<file path="config.mk">
export PLATFORM = sky130hd
export DESIGN_NAME = bad_packet_filter_s2
export DESIGN_NICKNAME = d
export VERILOG_FILES = /design/src/rtl/bad_packet_filter_s2.sv
export SDC_FILE = /design/constraint.sdc
export NUM_CORES = 1
export LEC_CHECK = 0
export CORE_AREA = 4 4 477 479
export DETAILED_ROUTE_END_ITERATION = 7
export DIE_AREA = 0 0 481 483
export GPL_ROUTABILITY_DRIVEN = 1
export PLACE_DENSITY_LB_ADDON = 0.08
export SKIP_CTS_REPAIR_TIMING = 1
export SKIP_LAST_GASP = 1
export SYNTH_ARGS = -nofsm -noshare
export SYNTH_HDL_FRONTEND = slang
export SYNTH_SLANG_ARGS = --single-unit
</file>
<file path="constraint.sdc">
create_clock -name clk -period 4.9 [get_ports clk]
set_input_delay 0.98 -clock clk [delete_from_list [all_inputs] [get_ports clk]]
set_output_delay 0.98 -clock clk [all_outputs]
set_load 0.005 [all_outputs]
</file>
<file path="src/rtl/bad_packet_filter_s2.sv">
// Output stage of the bad-packet filter: pops one BPI per packet, then either
// forwards the matching packet downstream or drains it silently.
module bad_packet_filter_s2 #(
  parameter int DATA_WBITS = 512,
  parameter int DATA_WBYTS = DATA_WBITS / 8,
  parameter int CNT_WBITS  = 32
) (
  input  logic                  clk,
  input  logic                  reset,
  input  logic [DATA_WBITS-1:0] fpkt_out_tdata,
  input  logic [DATA_WBYTS-1:0] fpkt_out_tkeep,
  input  logic                  fpkt_out_tlast,
  input  logic                  fpkt_out_tvalid,
  output logic                  fpkt_out_tready,
  input  logic [7:0]            fbpi_out_tdata,
  input  logic                  fbpi_out_tvalid,
  output logic                  fbpi_out_tready,
  output logic [DATA_WBITS-1:0] AXIS_OUT_TDATA,
  output logic [DATA_WBYTS-1:0] AXIS_OUT_TKEEP,
  output logic                  AXIS_OUT_TLAST,
  output logic                  AXIS_OUT_TVALID,
  input  logic                  AXIS_OUT_TREADY,
  input  logic                  clear_counters,
  output logic [CNT_WBITS-1:0]  good_packets,
  output logic [CNT_WBITS-1:0]  bad_packets,
  output logic                  dropping
);

  typedef enum logic [1:0] {
    S_WAIT = 2'd0,
    S_PASS = 2'd1,
    S_DROP = 2'd2
  } state_t;

  state_t state_reg, state_next;

  logic bpi_hs;
  logic pkt_end;
  logic bpi_unused;
  logic [1:0] cnt_inc;
  logic [CNT_WBITS-1:0] cnt_reg [2];

  assign bpi_hs  = fbpi_out_tvalid & fbpi_out_tready;
  assign pkt_end = fpkt_out_tvalid & fpkt_out_tready & fpkt_out_tlast;
  // Only bit 0 of the indicator carries meaning.
  assign bpi_unused = ^fbpi_out_tdata[7:1];

  always_ff @(posedge clk) begin
    if (reset) begin
      state_reg <= S_WAIT;
    end else begin
      state_reg <= state_next;
    end
  end

  always_comb begin
    state_next = state_reg;
    case (state_reg)
      S_WAIT: begin
        if (bpi_hs) begin
          state_next = fbpi_out_tdata[0] ? S_DROP : S_PASS;
        end
      end
      S_PASS, S_DROP: begin
        if (pkt_end) begin
          state_next = S_WAIT;
        end
      end
      default: state_next = S_WAIT;
    endcase
  end

  // Data lanes follow the FIFO head unconditionally; only valid is gated.
  always_comb begin
    AXIS_OUT_TDATA  = fpkt_out_tdata;
    AXIS_OUT_TKEEP  = fpkt_out_tkeep;
    AXIS_OUT_TLAST  = fpkt_out_tlast;
    AXIS_OUT_TVALID = 1'b0;
    fpkt_out_tready = 1'b0;
    fbpi_out_tready = 1'b0;
    dropping        = 1'b0;
    if (!reset) begin
      case (state_reg)
        S_WAIT: fbpi_out_tready = 1'b1;
        S_PASS: begin
          AXIS_OUT_TVALID = fpkt_out_tvalid;
          fpkt_out_tready = AXIS_OUT_TREADY;
        end
        S_DROP: begin
          fpkt_out_tready = 1'b1;
          dropping        = 1'b1;
        end
        default: ;
      endcase
    end
  end

  assign cnt_inc[0] = pkt_end & (state_reg == S_PASS);
  assign cnt_inc[1] = pkt_end & (state_reg == S_DROP);

  // Index 0 counts forwarded packets, index 1 discarded ones; clear beats increment.
  generate
    for (genvar gi = 0; gi < 2; gi++) begin : g_cnt
      always_ff @(posedge clk) begin
        if (reset || clear_counters) begin
          cnt_reg[gi] <= '0;
        end else if (cnt_inc[gi] && !(&cnt_reg[gi])) begin
          cnt_reg[gi] <= cnt_reg[gi] + 1'b1;
        end
      end
    end
  endgenerate

  assign good_packets = cnt_reg[0];
  assign bad_packets  = cnt_reg[1];

endmodule
</file>
==> reports/summary.txt, run 1 <==
die area = 232000 um^2
fill cell count = 26551
FF+latch count, synth = 66
CTS clk-pin slew, worst paths = 0.06 ns
H-tree depth = 3
Total GRT Usage = 0.0514
Post-Synthesis Net Count = 1532
largest family of logic cells by synthesized area = buffers and inverters
Synth Area in XOR/XNOR = 0.0555
IO Pins = 1236
DR vias/cell = 1.12
Slew Limit Fails = 0
CP Max Fanout = 10
setup tns final = 0 ns
HPWL after DPL = 55900 um
DR iter-0 viols = 259
number of flops mapped to enable cells by yosys = 64
area grow syn2layout = 6.52%
Post-Route WL = 62400 um
DRC = 0
post-synthesis mux area share = 0
Worst VDD drop = 230 uV
Compound-Gate Fraction of Synth Area = 0.0222
placer congestion estimate = 0.638
grt ovf = 0
PortBufs = 76
clock skew = 0.0162 ns
# diodes = 0
crit path DAT = 2.50 ns
CTS tree = yes
crit path setup slack, layout = 1.42 ns
nets = 1036
RSZ-0062 raised after global routing = no
min-delay worst type = reg -> reg
drt wl/cell = 18.2 um
Placed Area = 8200 um^2
global-route wire length before repair = 71700 um
LEAKAGE = 1.66 nW
effective utilization at floorplan = 0.0360
post-layout util = 0.0383
1st-pass router iterations = 4
number of antenna violations at the first check in global routing = 0
crit start category = input port
slew margin rel. = 0.427
Antenna Nets Post-Route = 0
CTS root buf = clkbuf_16
pin count of the biggest net entering global routing = 33
Synth Warn # = 0
status = finished, final reports clean
CTS max path bufs = 2
simple logic cell fraction of the synthesized area = 0.118
Worst R2R Path Depth = 5
max reg flops = 64
vias in the first global route = 4204
Crit path required time = 3.92 ns
clock insertion delay at the later pin of the skew report = 0.40 ns
Seq. cell area = 1960 um^2
Max Freq = 287 MHz
cells after synthesis = 936
crit path kind = in -> out
Hold Crit Depth = 2
pre-CTS setup slack = 1.30 ns
Period minus WS final = 3.48 ns
pwr/cell area = 202 nW/um^2
max-cap violations = 0
cts bufs inserted = 9
Die Wd = 481 um
core area = 224000 um^2
Synth cell types = 37
final setup fails = 0
Fin. Hold Viols = 0
Tcrit/Tclk final = 0.711
vias = 3864
area of the multi-input gates = 1650 um^2
top_reg_cell synth = edfxtp_1
post-synthesis sequential area ratio = 0.244
Synth Area in Adders = 0.00778
CTS Sinks = 66
ys async rst share = 0
Crit. End Element = output port
Die Y = 483 um
share of layout cells above drive strength 1 = 0.0629
worst slew pin tran = 0.857 ns
Finished Cell Area = 8570 um^2
post-synthesis cell area = 8040 um^2
mean post-synth cell area = 8.59 um^2
row count = 174
## synthesized netlist by cell type (6+ instances only)
| library cell | instances | area (um^2) |
|---|---|---|
| nand2_1 | 26 | 97.6 |
| nand3_1 | 24 | 120 |
| clkbuf_1 | 6 | 22.5 |
| xnor2_1 | 21 | 184 |
| and4_1 | 6 | 52.6 |
| and3_1 | 10 | 62.6 |
| o21ai_0 | 7 | 35.0 |
| nor2_1 | 69 | 259 |
| nor3_1 | 8 | 40.0 |
| or3_1 | 7 | 43.8 |
| inv_1 | 11 | 41.3 |
| a21oi_1 | 13 | 65.1 |
| edfxtp_1 | 64 | 1920 |
| buf_4 | 577 | 4330 |
| nand4_1 | 14 | 87.6 |
| xor2_1 | 30 | 263 |
## where the power goes
part           switching [mW]  internal (mW)
Sequential             0.0397          0.644
Clock                   0.342          0.552
Combinational          0.0772         0.0770
Total                   0.459           1.27
## worst max-delay path, cell delays in order
cell,delay (ns)
clkdlybuf4s50_1,0.59
nor3b_1,0.36
clkdlybuf4s50_1,0.57
## per-stage QoR
step           power (mW)  std cells  hold WS, ns
2_1_floorplan        1.13        936        0.613
3_3_place_gp        0.865       3421        0.653
3_5_place_dp        0.860       3421        0.643
4_1_cts              1.81       3437        0.668
5_1_grt              1.84       3437        0.691
6_report             1.73       3437        0.657
## layer usage
metal	up-vias	routed length, um	GRT usage
li1	1452	-	-
met1	1671	10400	0.0241
met2	545	31800	0.0912
met3	196	17200	0.0659
met4	0	3100	0.0261
met5	-	0	0
## final timing paths
check                 start         endpoint  slack (ns)
max                   reset  fpkt_out_tready        1.42
min          cnt_reg[1][10]   cnt_reg[1][10]        0.66
max reg2reg  cnt_reg[1][15]   cnt_reg[1][17]        1.80
min reg2reg  cnt_reg[1][10]   cnt_reg[1][10]        0.66
## cell usage in the layout, fill, tap and decap left out, types with 3 or more instances in the layout
cell,Yosys,layout
or3_1,7,7
o21ai_0,7,6
or4_1,4,4
nand2_1,26,26
and3_1,10,10
buf_4,577,6
clkdlybuf4s50_1,0,76
nand3_1,24,24
a21oi_1,13,13
nand4_1,14,14
nor2b_1,3,3
nor2_1,69,69
and4_1,6,6
edfxtp_1,64,64
ha_1,5,5
xor2_1,30,30
xnor2_1,21,21
bufinv_16,0,4
inv_1,11,11
clkbuf_16,0,9
nor4_1,4,4
nor3_1,8,8
## area by class of cell
cell class | count | share of cell area
well taps | 2992 | 0.437
flip-flops and latches | 66 | 0.229
multi-input cells | 270 | 0.192
repair buffers | 82 | 0.0940
clock buffers | 10 | 0.0267
clock inverters | 6 | 0.0161
inverters | 11 | 0.00482
## cell families (layout without fill, tap and decap cells)
group                      after synthesis  in the layout
buffers and inverters                  600            109
xor gates and xnor gates                51             51
and+or+nand+nor                        186            186
adders and majority gates                5              5
DFF                                     66             66
AOI/OAI and AO/OA                       28             28
Power figures use the tool's default switching activity.
==> run 2: changes to the inputs <==
Settings changed: CORE_AREA 4 4 477 479 to 4 4 481 483, DIE_AREA 0 0 481 483 to 0 0 485 487.
Clock period 4.9 ns to 2.9 ns, I/O delays scaled along.
==> reports/summary.txt, run 2 (same netlist as run 1, synthesis figures left out) <==
status = finished, final reports clean
worst slew pin tran = 0.533 ns (-0.324 ns)
H-tree depth = 3 (unchanged)
DR vias/cell = 1.14 (+1.2%)
Worst R2R Path Depth = 6 (+1)
Total GRT Usage = 0.0553 (+0.00388)
CTS root buf = clkbuf_16
max reg flops = 64 (unchanged)
Worst VDD drop = 305 uV (+32%)
clock skew = 0.0176 ns (+0.00138 ns)
HP Start = cnt_reg[1][30]
1st-pass router iterations = 5 (+1)
crit start category = input port
RSZ-0062 raised after global routing = no
Slew Limit Fails = 0 (unchanged)
Fin. Hold Viols = 0 (unchanged)
die area = 236000 um^2 (+1.7%)
area grow syn2layout = 9.75%
Max Freq = 376 MHz
Period minus WS final = 2.66 ns
post-layout util = 0.0389 (+0.000597)
pin count of the biggest net entering global routing = 33 (unchanged)
nets = 1063 (+2.6%)
clock insertion delay at the later pin of the skew report = 0.39 ns (about the same)
Placed Area = 8490 um^2 (+3.5%)
Hold Crit Depth = 2 (unchanged)
max-cap violations = 0 (unchanged)
Crit Reg-Reg Startpoint = cnt_reg[1][16]
CTS max path bufs = 2 (unchanged)
pre-CTS setup slack = 0.200 ns (-1.10 ns)
placer congestion estimate = 0.714 (+12%)
crit path DAT = 2.08 ns (-0.42 ns)
crit path to = AXIS_OUT_TVALID
Finished Cell Area = 8830 um^2 (+3.0%)
Crit. End Element = output port
HPWL after DPL = 62900 um (+12%)
DRC = 0 (unchanged)
CTS tree = yes
grt ovf = 0 (unchanged)
# diodes = 0 (unchanged)
commonest non-fill, non-tap cell in the layout = clkdlybuf4s50_1
CP startpoint = reset
r2r setup slk = 0.35 ns (-1.45 ns)
slew margin rel. = 0.642 (+0.215)
Tcrit/Tclk final = 0.917
effective utilization at floorplan = 0.0355 (-0.000516)
final setup fails = 0 (unchanged)
vias = 3960 (+2.5%)
Post-Route WL = 68400 um (+9.6%)
drt wl/cell = 19.7 um (+8.2%)
LEAKAGE = 1.81 nW (+8.8%)
number of antenna violations at the first check in global routing = 0 (unchanged)
CTS clk-pin slew, worst paths = 0.06 ns (about the same)
pwr/cell area = 320 nW/um^2 (+58%)
CTS Sinks = 66 (unchanged)
Die Wd = 485 um (+0.83%)
crit path setup slack, layout = 0.241 ns (-1.18 ns)
Crit path required time = 2.32 ns (-1.60 ns)
DR iter-0 viols = 140 (-46%)
PortBufs = 76 (unchanged)
cts bufs inserted = 9 (unchanged)
r2r endpoint = cnt_reg[1][29]
Antenna Nets Post-Route = 0 (unchanged)
IO Pins = 1236 (unchanged)
crit path kind = in -> out
row count = 175 (+0.57%)
CP Max Fanout = 6 (-4)
vias in the first global route = 4254 (+1.2%)
setup tns final = 0 ns (unchanged)
global-route wire length before repair = 78100 um (+8.8%)
min-delay worst type = reg -> reg
core area = 227000 um^2 (+1.5%)
Die Y = 487 um (+0.83%)
share of layout cells above drive strength 1 = 0.117 (+0.0539)
commonest cells after routing, fill and taps aside = clkdlybuf4s50_1 (76), nor2_1 (69), edfxtp_1 (64), xor2_1 (30), buf_4 (28)
## run 2: changes by cell type in the layout (fill, tap and decap cells not counted)
| cell | change |
|---|---|
| clkbuf_1 | -1 |
| clkinvlp_4 | +1 |
| buf_4 | +22 |
| bufinv_16 | -1 |
| buf_12 | +5 |
## run 2: worst max-delay path, cell delays in order
cell and delay (ns):
clkdlybuf4s50_1 0.56, buf_4 0.23, and3b_1 0.20, clkdlybuf4s50_1 0.50
## run 2: layout make-up
| class | count | area [um^2] |
|---|---|---|
| clock buffer | 9 | 225 |
| clock inverter | 6 | 115 |
| fill | 27078 | 218000 |
| inverter | 11 | 41.3 |
| multi-input combinational | 270 | 1650 |
| sequential | 66 | 1960 |
| tap | 3009 | 3760 |
| timing repair buffer | 109 | 1070 |
## run 2: per-stage QoR
stage	hold WS, ns	instances	total power [mW]
2_1_floorplan	0.613	936	1.90
3_5_place_dp	0.651	3465	1.46
6_report	0.669	3480	2.82
3_3_place_gp	0.650	3465	1.47
4_1_cts	0.678	3480	2.94
5_1_grt	0.700	3480	3.00
## run 2: how the worst min path moves through the flow
stage and endpoint:
2_1_floorplan cnt_reg[1][0], 3_3_place_gp cnt_reg[1][14], 3_5_place_dp cnt_reg[1][14], 4_1_cts cnt_reg[1][30], 5_1_grt cnt_reg[0][11], 6_report cnt_reg[1][30]
## run 2: metal layers
metal  vias to the layer above  GRT usage  share of wire
met5                         -          0              0
met4                         0     0.0178          0.032
met3                       121     0.0778           0.29
met2                       582      0.103           0.53
met1                      1748     0.0217           0.14
li1                       1509          -              -
## run 2: where the power goes
part	internal, mW	total (mW)	switching, mW
Combinational	0.147	0.281	0.134
Clock	0.841	1.39	0.553
Sequential	1.09	1.15	0.0604
Total	2.07	2.82	0.748
==> run 3: changes to the inputs <==
Settings changed: CORE_AREA 4 4 481 483 to 2 2 479 481, DIE_AREA 0 0 485 487 to 0 0 481 483.
==> reports/summary.txt, run 3 (same netlist as run 1, synthesis figures left out) <==
Crit path required time = 2.32 ns (about the same)
core area = 227000 um^2 (unchanged)
Worst path most repeated cell = clkdlybuf4s50_1
Post-Route WL = 68500 um (+0.16%)
HPWL after DPL = 62600 um (-0.39%)
Post-Layout Cell Count = 3479 (-0.029%)
crit path cell chain = clkdlybuf4s50_1 -> buf_4 -> and3b_1 -> clkdlybuf4s50_1
min-delay worst type = reg -> reg
max-cap violations = 0 (unchanged)
max reg flops = 64 (unchanged)
Hold Crit Depth = 2 (unchanged)
setup tns final = 0 ns (unchanged)
Worst R2R Path Depth = 6 (unchanged)
CTS clk-pin slew, worst paths = 0.06 ns (about the same)
DR vias/cell = 1.11 (-2.3%)
commonest cells after routing, fill and taps aside = clkdlybuf4s50_1 (76), nor2_1 (69), edfxtp_1 (64), xor2_1 (30), buf_4 (27)
r2r setup slk = 0.42 ns (+0.07 ns)
area grow syn2layout = 8.85%
1st-pass router iterations = 4 (-1)
DR iter-0 viols = 190 (+36%)
nets = 1061 (-0.19%)
HP Start = cnt_reg[1][20]
CTS root buf = clkbuf_16
Max stage delay on crit path = 0.51 ns (-0.05 ns)
final setup fails = 0 (unchanged)
CTS Sinks = 66 (unchanged)
vias = 3867 (-2.3%)
Crit. End Element = output port
Max Freq = 386 MHz (+2.6%)
IO Pins = 1236 (unchanged)
worst slew pin tran = 0.558 ns (+0.0247 ns)
Crit Reg-Reg Startpoint = cnt_reg[1][16]
slowest cell on the critical path = clkdlybuf4s50_1
placer congestion estimate = 0.732 (+2.5%)
Die Y = 483 um (-0.82%)
global-route wire length before repair = 77200 um (-1.1%)
CTS tree = yes
Period minus WS final = 2.59 ns (-0.0682 ns)
Fin. Hold Viols = 0 (unchanged)
slew margin rel. = 0.625 (-0.0166)
drt wl/cell = 19.7 um (+0.19%)
Placed Area = 8460 um^2 (-0.32%)
DRC = 0 (unchanged)
CTS max path bufs = 2 (unchanged)
grt ovf = 0 (unchanged)
crit path kind = in -> out
Antenna Nets Post-Route = 0 (unchanged)
pin count of the biggest net entering global routing = 33 (unchanged)
Die Wd = 481 um (-0.82%)
r2r endpoint = cnt_reg[1][10]
Inst Count DP = 3463 (-0.058%)
clock skew = 0.0205 ns (+0.00297 ns)
vias in the first global route = 4083 (-4.0%)
clock insertion delay at the later pin of the skew report = 0.40 ns (about the same)
share of layout cells above drive strength 1 = 0.111 (-0.00613)
Total GRT Usage = 0.0562 (+0.000922)
CP Max Fanout = 6 (unchanged)
hold slack = 0.667 ns (-0.00244 ns)
row count = 175 (unchanged)
end of the worst hold path = cnt_reg[1][20]
cts bufs inserted = 9 (unchanged)
effective utilization at floorplan = 0.0355 (unchanged)
# diodes = 0 (unchanged)
Worst VDD drop = 314 uV (+3.1%)
PortBufs = 76 (unchanged)
Finished Cell Area = 8760 um^2 (-0.82%)
commonest non-fill, non-tap cell in the layout = clkdlybuf4s50_1
Slew Limit Fails = 0 (unchanged)
LEAKAGE = 1.77 nW (-2.3%)
pwr/cell area = 304 nW/um^2 (-4.9%)
status = finished, final reports clean
die area = 232000 um^2 (-1.6%)
RSZ-0062 raised after global routing = no
number of antenna violations at the first check in global routing = 0 (unchanged)
crit path DAT = 2.01 ns (-0.07 ns)
Tcrit/Tclk final = 0.893 (-0.0235)
H-tree depth = 3 (unchanged)
crit start category = input port
-- run 3: cell types whose count changed in the layout (fill, tap and decap cells not counted), sizes merged --
cell | previous run | this run
clkinv | 1 | 4
inv | 12 | 11
buf | 33 | 31
clkinvlp | 1 | 2
bufinv | 3 | 1
-- run 3: worst max-delay path by stage --
stage | start | depth (start not counted) | to | slack (ns)
final | reset | 4 | AXIS_OUT_TVALID | 0.31
after global routing | state_reg[1] | 5 | fpkt_out_tready | 0.14
after CTS | state_reg[1] | 5 | fpkt_out_tready | 0.24
after detailed placement | reset | 4 | AXIS_OUT_TVALID | 0.30
after global placement | AXIS_OUT_TREADY | 4 | fpkt_out_tready | 0.29
after floorplan | cnt_reg[1][15] | 7 | cnt_reg[1][0] | 0.10
-- run 3: critical path: cells and delay by family --
kind | cells | cell delay, ns
simple gates | 1 | 0.21
buf+inv | 3 | 1.23
-- run 3: cell type report --
cell class / count / area (um^2)
flip-flops and latches: 66 / 1960
repair buffers: 107 / 1040
fillers: 27068 / 218000
well taps: 3009 / 3760
inverters: 11 / 41.3
multi-input cells: 270 / 1650
clock buffers: 9 / 225
clock inverters: 7 / 70.1
-- run 3: per-layer routing --
| metal | wire length (um) | up-vias | part of all wire | global-route usage |
|---|---|---|---|---|
| li1 | - | 1506 | - | - |
| met1 | 8980 | 1641 | 0.13 | 0.0203 |
| met2 | 36500 | 569 | 0.53 | 0.105 |
| met3 | 20100 | 151 | 0.29 | 0.0768 |
| met4 | 2870 | 0 | 0.042 | 0.0240 |
| met5 | 0 | - | 0 | 0.00145 |
-- run 3: where the power goes --
group	switching [mW]	internal, mW
clock network	0.577	0.664
logic	0.132	0.143
registers	0.0596	1.09
total	0.768	1.89
-- run 3: through the flow --
step | total power [mW] | util | setup WS, ns
after floorplan | 1.90 | - | 0.105
after global placement | 1.47 | 0.0373 | 0.293
after detailed placement | 1.46 | 0.0373 | 0.298
after CTS | 2.78 | 0.0386 | 0.239
after global routing | 2.82 | 0.0386 | 0.140
final | 2.66 | 0.0386 | 0.309
